File: src/rtl/motor_cmd_ramp_if.sv
// Request channel into motor_cmd_ramp: target duty level and direction over valid/ready.
interface motor_cmd_ramp_if;
  logic       req_valid;
  logic       req_ready;
  logic [1:0] req_level;
  logic       req_dir;

  modport master (output req_valid, output req_level, output req_dir, input req_ready);
  modport slave  (input req_valid, input req_level, input req_dir, output req_ready);
endinterface

File: src/rtl/motor_cmd_ramp.sv
// Soft-start/soft-stop command stage for the dc_motor PWM driver: ramps the duty level one
// step at a time, inserts a ramp-down and coast dwell before reversing, and handles estop.
module motor_cmd_ramp #(
  parameter int unsigned STEP_TICKS  = 5000000,
  parameter int unsigned DWELL_TICKS = 25000000,
  parameter int unsigned CNT_W       = 26
) (
  input  logic                   clk,
  input  logic                   rst,
  motor_cmd_ramp_if.slave        req,
  input  logic                   estop,
  output logic [2:0]             psw,
  output logic                   busy
);

  localparam logic [CNT_W-1:0] StepLast  = CNT_W'(STEP_TICKS - 1);
  localparam logic [CNT_W-1:0] DwellLast = CNT_W'(DWELL_TICKS - 1);

  typedef enum logic [2:0] {StIdle, StRampUp, StRampDown, StDwell, StEstop} state_e;

  state_e           state_q, state_d;
  logic [1:0]       cur_level_q, cur_level_d;
  logic             cur_dir_q, cur_dir_d;
  logic [1:0]       tgt_level_q, tgt_level_d;
  logic             tgt_dir_q, tgt_dir_d;
  logic [1:0]       ramp_tgt_q, ramp_tgt_d;  // level the current ramp stops at (0 on reversal)
  logic             rev_pend_q, rev_pend_d;
  logic [CNT_W-1:0] timer_q, timer_d;
  logic [1:0]       lvl_step;

  assign req.req_ready = (state_q == StIdle) && !estop;
  assign psw           = {cur_dir_q, cur_level_q};
  assign busy          = (state_q != StIdle);

  always_ff @(posedge clk or posedge rst) begin
    if (rst) begin
      state_q     <= StIdle;
      cur_level_q <= '0;
      cur_dir_q   <= 1'b0;
      tgt_level_q <= '0;
      tgt_dir_q   <= 1'b0;
      ramp_tgt_q  <= '0;
      rev_pend_q  <= 1'b0;
      timer_q     <= '0;
    end else begin
      state_q     <= state_d;
      cur_level_q <= cur_level_d;
      cur_dir_q   <= cur_dir_d;
      tgt_level_q <= tgt_level_d;
      tgt_dir_q   <= tgt_dir_d;
      ramp_tgt_q  <= ramp_tgt_d;
      rev_pend_q  <= rev_pend_d;
      timer_q     <= timer_d;
    end
  end

  always_comb begin
    state_d     = state_q;
    cur_level_d = cur_level_q;
    cur_dir_d   = cur_dir_q;
    tgt_level_d = tgt_level_q;
    tgt_dir_d   = tgt_dir_q;
    ramp_tgt_d  = ramp_tgt_q;
    rev_pend_d  = rev_pend_q;
    timer_d     = timer_q;
    lvl_step    = cur_level_q;

    if (estop) begin
      // Direction is deliberately held so the driver coasts rather than flipping.
      state_d     = StEstop;
      cur_level_d = '0;
      tgt_level_d = '0;
      ramp_tgt_d  = '0;
      rev_pend_d  = 1'b0;
      timer_d     = '0;
    end else begin
      unique case (state_q)
        StIdle: begin
          if (req.req_valid) begin
            tgt_level_d = req.req_level;
            tgt_dir_d   = req.req_dir;
            timer_d     = '0;
            if (req.req_dir != cur_dir_q) begin
              if (cur_level_q != 2'd0) begin
                state_d    = StRampDown;
                ramp_tgt_d = '0;
                rev_pend_d = 1'b1;
              end else begin
                state_d = StDwell;
              end
            end else if (req.req_level > cur_level_q) begin
              state_d    = StRampUp;
              ramp_tgt_d = req.req_level;
            end else if (req.req_level < cur_level_q) begin
              state_d    = StRampDown;
              ramp_tgt_d = req.req_level;
            end
          end
        end

        StRampUp, StRampDown: begin
          if (timer_q == StepLast) begin
            timer_d = '0;
            if (state_q == StRampUp) begin
              if (cur_level_q != 2'd3) lvl_step = cur_level_q + 2'd1;
            end else begin
              if (cur_level_q != 2'd0) lvl_step = cur_level_q - 2'd1;
            end
            cur_level_d = lvl_step;
            if (lvl_step == ramp_tgt_q) begin
              if (rev_pend_q) begin
                state_d    = StDwell;
                rev_pend_d = 1'b0;
              end else begin
                state_d = StIdle;
              end
            end
          end else begin
            timer_d = timer_q + CNT_W'(1);
          end
        end

        StDwell: begin
          cur_level_d = '0;
          if (timer_q == DwellLast) begin
            timer_d   = '0;
            cur_dir_d = tgt_dir_q;
            if (tgt_level_q != 2'd0) begin
              state_d    = StRampUp;
              ramp_tgt_d = tgt_level_q;
            end else begin
              state_d = StIdle;
            end
          end else begin
            timer_d = timer_q + CNT_W'(1);
          end
        end

        StEstop: state_d = StIdle;

        default: state_d = StIdle;
      endcase
    end
  end

endmodule

File: src/flat_wrapper.sv
// flat-port wrapper written by rule: the top's interface ports become plain ports
module motor_cmd_ramp_flat 
#(
  parameter int unsigned STEP_TICKS  = 5000000,
  parameter int unsigned DWELL_TICKS = 25000000,
  parameter int unsigned CNT_W       = 26
)
  (clk, rst, estop, psw, busy, req_req_valid, req_req_level, req_req_dir, req_req_ready);
  motor_cmd_ramp_if req_i ();
  input  logic clk;
  input  logic rst;
  input  logic estop;
  output logic [2:0] psw;
  output logic busy;
  input wire logic [$bits(req_i.req_valid)-1:0] req_req_valid;
  input wire logic [$bits(req_i.req_level)-1:0] req_req_level;
  input wire logic [$bits(req_i.req_dir)-1:0] req_req_dir;
  output wire logic [$bits(req_i.req_ready)-1:0] req_req_ready;
  assign req_i.req_valid = req_req_valid;
  assign req_i.req_level = req_req_level;
  assign req_i.req_dir = req_req_dir;
  assign req_req_ready = req_i.req_ready;
  motor_cmd_ramp #(.STEP_TICKS(STEP_TICKS), .DWELL_TICKS(DWELL_TICKS), .CNT_W(CNT_W)) u_core (.clk(clk), .rst(rst), .req(req_i), .estop(estop), .psw(psw), .busy(busy));
endmodule
File: config.mk
export PLATFORM = sky130hd
export DESIGN_NAME = motor_cmd_ramp_flat
export DESIGN_NICKNAME = d
export VERILOG_FILES = /design/src/rtl/motor_cmd_ramp_if.sv /design/src/rtl/motor_cmd_ramp.sv /design/src/flat_wrapper.sv
export SDC_FILE = /design/constraint.sdc
export NUM_CORES = 1
export LEC_CHECK = 0
export CAP_MARGIN = 20
export CORE_MARGIN = 2
export CORE_UTILIZATION = 44
export CTS_CLUSTER_DIAMETER = 30
export DETAILED_ROUTE_END_ITERATION = 12
export PLACE_DENSITY = 0.58
export SYNTH_ARGS = -nofsm -noshare
export SYNTH_HDL_FRONTEND = slang
export SYNTH_SLANG_ARGS = --single-unit
File: constraint.sdc
create_clock -name clk -period 2.8 [get_ports clk]
set_input_delay 0.56 -clock clk [delete_from_list [all_inputs] [get_ports clk]]
set_output_delay 0.56 -clock clk [all_outputs]
set_load 0.01 [all_outputs]
### Word-level counts from Yosys, hierarchy flattened

Index checks and enable logic that the tools add are counted.

* register bits after elaboration: 38
* latch bits: 0
* RAM bits: 0
* ROM bits: 0
* input port bits: 7
* output and inout port bits: 5
* word-level logic and storage cells: 97
* memories: 0

* add/sub/neg operators: 3
* multiply operators: 0
* divide/modulo/power cells: 0
* order comparisons: 2
* eq/ne operators: 17
* shift operators: 0
* multiplexer cells: 45
* bitwise logic cells: 1
* reductions and logical operators: 21

Operators with widths (count)
* $mux 26: 4
* $pmux 26 s3: 1
* $mux 2: 20
* $add 26x1->26 const B: 1
* $eq 26x23->1 const B: 1
* $eq 26x25->1 const B: 1
* $mux 3: 8
* $ne 3x2->1 const B: 4
* $reduce_and 6->1: 2
* $reduce_bool 3->1: 4
* $ne 3x3->1 const B: 3
* $pmux 3 s3: 1
* $mux 1: 8
* $pmux 2 s2: 2
* $reduce_bool 2->1: 4
* $eq 3x2->1 const B: 2
* $reduce_and 2->1: 3
* $reduce_and 3->1: 2
* $ne 5x5->1 const B: 1
* $reduce_and 5->1: 1
* $ne 4x4->1 const B: 1
* $reduce_bool 4->1: 1
* $eq 3x1->1 const B: 1
* $logic_not 3->1: 1
* 12 further kinds: 12

### Logic depth before layout (Yosys ltp)

* depth in word-level cells: 11
* mapped depth: 9
* mapped depth without buffers: 8

### Worst setup path after synthesis

No wires, ideal clock.

* path kind: reg2reg
* start: register u_core.timer_q[20]
* end: register u_core.timer_q[12]
* library setup time: 0.119 ns
* data arrival time: 2.038 ns
* required time: 2.681 ns
* setup slack: 0.643 ns
* stages on the path, launching flop included: 9
* buffers on the path: 2
* clock period less this slack: 2.157 ns
* cells stage by stage: dfrtp_1 or4_1 nor4_2 a32oi_1 o21ai_2 and2_1 buf_6 buf_12 nor2_1

* longest elaborated chain between the ends: 4
* elaborated cells between the ends (all ways): 6
* those cells by class: 2 x eq/ne; 4 x mux

Ends and longest elaborated chain
* start: declaration: line motor_cmd_ramp.sv:28 `logic [CNT_W-1:0] timer_q, timer_d;`
* start signal: assignment: line motor_cmd_ramp.sv:53 `timer_q <= timer_d;`
* $eq 26x25->1 / $eq 26x23->1 (equally long branches): line motor_cmd_ramp.sv:125, motor_cmd_ramp.sv:102
* $mux 26, on equally long branches: line motor_cmd_ramp.sv:125, motor_cmd_ramp.sv:102
* $pmux 26 s3 *: line motor_cmd_ramp.sv:77 `unique case (state_q)`
* $mux 26 *: line motor_cmd_ramp.sv:68 `if (estop) begin`

Every way passes the cells marked *; elsewhere a longest branch is shown, timed or not.
A chain may end at the register's enable or synchronous reset.

### Worst setup path after layout

* start: register u_core.state_q[0]
* end: output port req_req_ready

* longest elaborated chain between the ends: 2

Ends and longest elaborated chain
* start: declaration: line motor_cmd_ramp.sv:21 `state_e state_q, state_d;`
* start signal: assignment: line motor_cmd_ramp.sv:37 `state_q <= StIdle;`
* start signal: assignment: line motor_cmd_ramp.sv:46 `state_q <= state_d;`
* $logic_not 3->1: line motor_cmd_ramp.sv:31 `assign req.req_ready = (state_q == StIdle) && !estop;`
* $logic_and 1x1->1: line motor_cmd_ramp.sv:31
* end: declaration: line flat_wrapper.sv:18 `output wire logic [$bits(req_i.req_ready)-1:0] req_req_ready;`

No other way between the ends.

==> metrics.txt <==
status=finished, final reports clean; Reg2Reg Setup Slack=260 ps; flops & latches, synth=38; Filler cells=494; CTS tree=done; Mapped Cells=267; Post CTS Setup Buffer Count=0; Final Hold Viols=0; synthesized area=0.002328 mm^2; slowest stage cell on the critical path=clkdlybuf4s50_1; first-pass GRT wire length=8.714 mm; Synth top area share=0.4084; Die Wd=76.75 um; met1 GRT Util=0.2676; Synth area leaders=dfrtp_1 (41%), nor2_1 (6.9%), xnor2_1 (6.4%); std cell rows=26; Die ar.=0.005890 mm^2; IO Pins=12; Worst Max-Slew Pin Slew=733.2 ps; Post-Synthesis Net Count=277; Top Family by Delay on Critical Path=simple AND/OR/NAND/NOR gates; launching point of the worst reg2reg path=u_core.timer_q[20]; drt pass-1 iters=5; Clock Skew=6.452 ps; nets@finish=296; Crit path buffers/inverters=1; Tightest Hold Check Type=flop to flop; vias in the first global route=1830; Crit Path Category=flop to output pin; GRT met3 Usage=0.03294; Final Max Slew Viols=0; Worst VDD drop=333.5 uV; asr flop ratio synth=1.000; worst hold margin=506.5 ps; crit path time final=2543 ps; hold path start=u_core.tgt_dir_q; worst skew pair latency=290 ps; largest net degree at the start of global routing=39; Critical Path Sink Type=output pin; DR iter-0 viols=99; DR vias=1942; gr usage total=0.1820; final instance area=0.002643 mm^2; CTS resizes=0; # Max-Cap Violations=0; initial cell density of the core=0.4559; relative slew slack=0.5043; top_reg_cell synth=dfrtp_1; startpoint types=flop; DRT antenna net count=0; H-tree levels=2; final setup vio count=0; Lkg Pwr=1.088 nW; Avg Cell Area, Syn=8.721 um^2; CTS Hold Bufs=0; global route total overflow=0; initial antenna violation count=0; Post-synth EDFFs=0; port buffer count=11; Power Density=429.9 mW/mm^2; DRC viols=0; Max FO, Critical Path=14; Fmax=0.3932 GHz; Critical Path RT=2240 ps; synth unique cells=51; Final TNS setup=0 ps; FF+latch area=950.9 um^2; post-place instance area=0.002532 mm^2; Synth area leader=dfrtp_1; CTS Buffer Depth=2; Post-DP HPWL=3.615 mm; CTS sink cnt=38; GRT busiest layer=met2; worst-path cell chain=or2_2 -> nor3_1 -> clkdlybuf4s50_1; Crit. Startpoint=u_core.state_q[0]; CORE AREA=0.005107 mm^2; GP Congestion=0.7919; max incr delay on CP=590 ps; routed wire length per instance=13.92 um; Num CTS Buffers=5; routing usage on met2=0.2728; vias per cell=5.440; Synth warnings=0; Layout area overhead=13.49%; RSZ-0062 raised after global routing=false; Total Wirelength=4.968 mm; Clock transition at path regs=70 ps; multi-input logic area=0.001260 mm^2; register area share after synthesis=0.4084; Chip Height=76.75 um; clk root buf=clkbuf_8; CP arrival=1980 ps; ant diodes=0; crit share post-route=0.9082; layout cells sized above 1=0.1115
==> final cells by class <==
type	count	share of cell area
timing repair buffer	22	0.07292
clock buffer	8	0.04167
sequential	38	0.3598
multi-input combinational	208	0.4768
tap	70	0.03314
inverter	11	0.01563
==> power breakdown <==
part           total (W)  switching [W]  internal, W  leakage [nW]
Combinational   0.000126      0.0000706    0.0000551         0.506
Clock           0.000440       0.000191     0.000249        0.0575
Sequential      0.000571      0.0000117     0.000559         0.524
==> Yosys cell counts, types with 2 or more instances <==
master,count
a21o_1,7
a21oi_1,14
a22oi_1,2
a31oi_1,2
and3_1,4
buf_6,2
clkbuf_1,4
dfrtp_1,38
ha_1,3
inv_1,11
mux2_2,4
mux2i_1,2
nand2_1,20
nand2b_1,3
nand3_1,12
nand4_1,9
nand4b_1,2
nor2_1,43
nor3_1,9
nor3b_1,2
nor4_1,3
nor4_2,2
nor4b_1,2
o2111ai_1,2
o21ai_0,14
o21bai_1,2
o2bb2ai_1,2
or2b_2,2
or3_1,4
or4_1,2
xnor2_1,17
xor2_1,3
==> per-stage QoR <==
| stage | total power, W | util | setup slack [ps] | cells |
|---|---|---|---|---|
| 4_1_cts | 0.001154 | 0.5174 | 242.2 | 357 |
| 3_3_place_gp | 0.0007071 | 0.4958 | 266.9 | 349 |
| 2_1_floorplan | 0.0006671 | - | 643.1 | 267 |
| 5_1_grt | 0.001190 | 0.5174 | 41.31 | 357 |
| 3_5_place_dp | 0.0007077 | 0.4958 | 162.8 | 349 |
| 6_report | 0.001136 | 0.5174 | 257.0 | 357 |
==> kinds of logic after synthesis <==
group | share of synthesized area
fa+ha+maj | 0.01612
simple gates | 0.2773
xor+xnor | 0.07523
compound gates | 0.1446
buf+inv | 0.05051
mux | 0.02794
flops | 0.4084
==> flip-flops by register name, indices dropped and copies added, names as in the netlist <==
signal and cells:
u_core.tgt_level_q 2, u_core.ramp_tgt_q 2, u_core.timer_q 26, u_core.rev_pend_q 1
u_core.state_q 3, u_core.tgt_dir_q 1, u_core.cur_level_q 2, u_core.cur_dir_q 1
==> path summary, 6_finish.rpt <==
kind,endpoint,depth (start not counted)
min reg2reg,u_core.tgt_dir_q,1
min,u_core.tgt_dir_q,1
max in group asynchronous,u_core.timer_q[8],3
min in group asynchronous,u_core.cur_level_q[0],3
max reg2reg,u_core.timer_q[13],7
max,req_req_ready,3
==> cells in the final DEF (no fill, tap or decap), drive strengths merged, types with 2 or more instances in the layout <==
cell type      count
o21bai             2
clkdlybuf4s50     11
nand2             20
o2bb2ai            2
nor4b              2
a22oi              2
mux2               4
mux2i              2
or3                4
o2111ai            2
o21ai             15
dfrtp             38
a21oi             14
nand4              9
nand4b             2
a31oi              2
xnor2             17
nor2              44
nor4               5
nor3b              2
clkbuf             8
nand3             12
or2b               2
nor3              10
xor2               3
ha                 3
inv               11
or4                2
and3               5
nand2b             3
buf               11
a21o               7
==> layer usage <==
layer  part of all wire  wire [um]
met1               0.52       2576
met2               0.44       2192
met3              0.034        167
met4             0.0062         31
met5                  0          0
No activity file was read; power rests on OpenSTA's default activity.
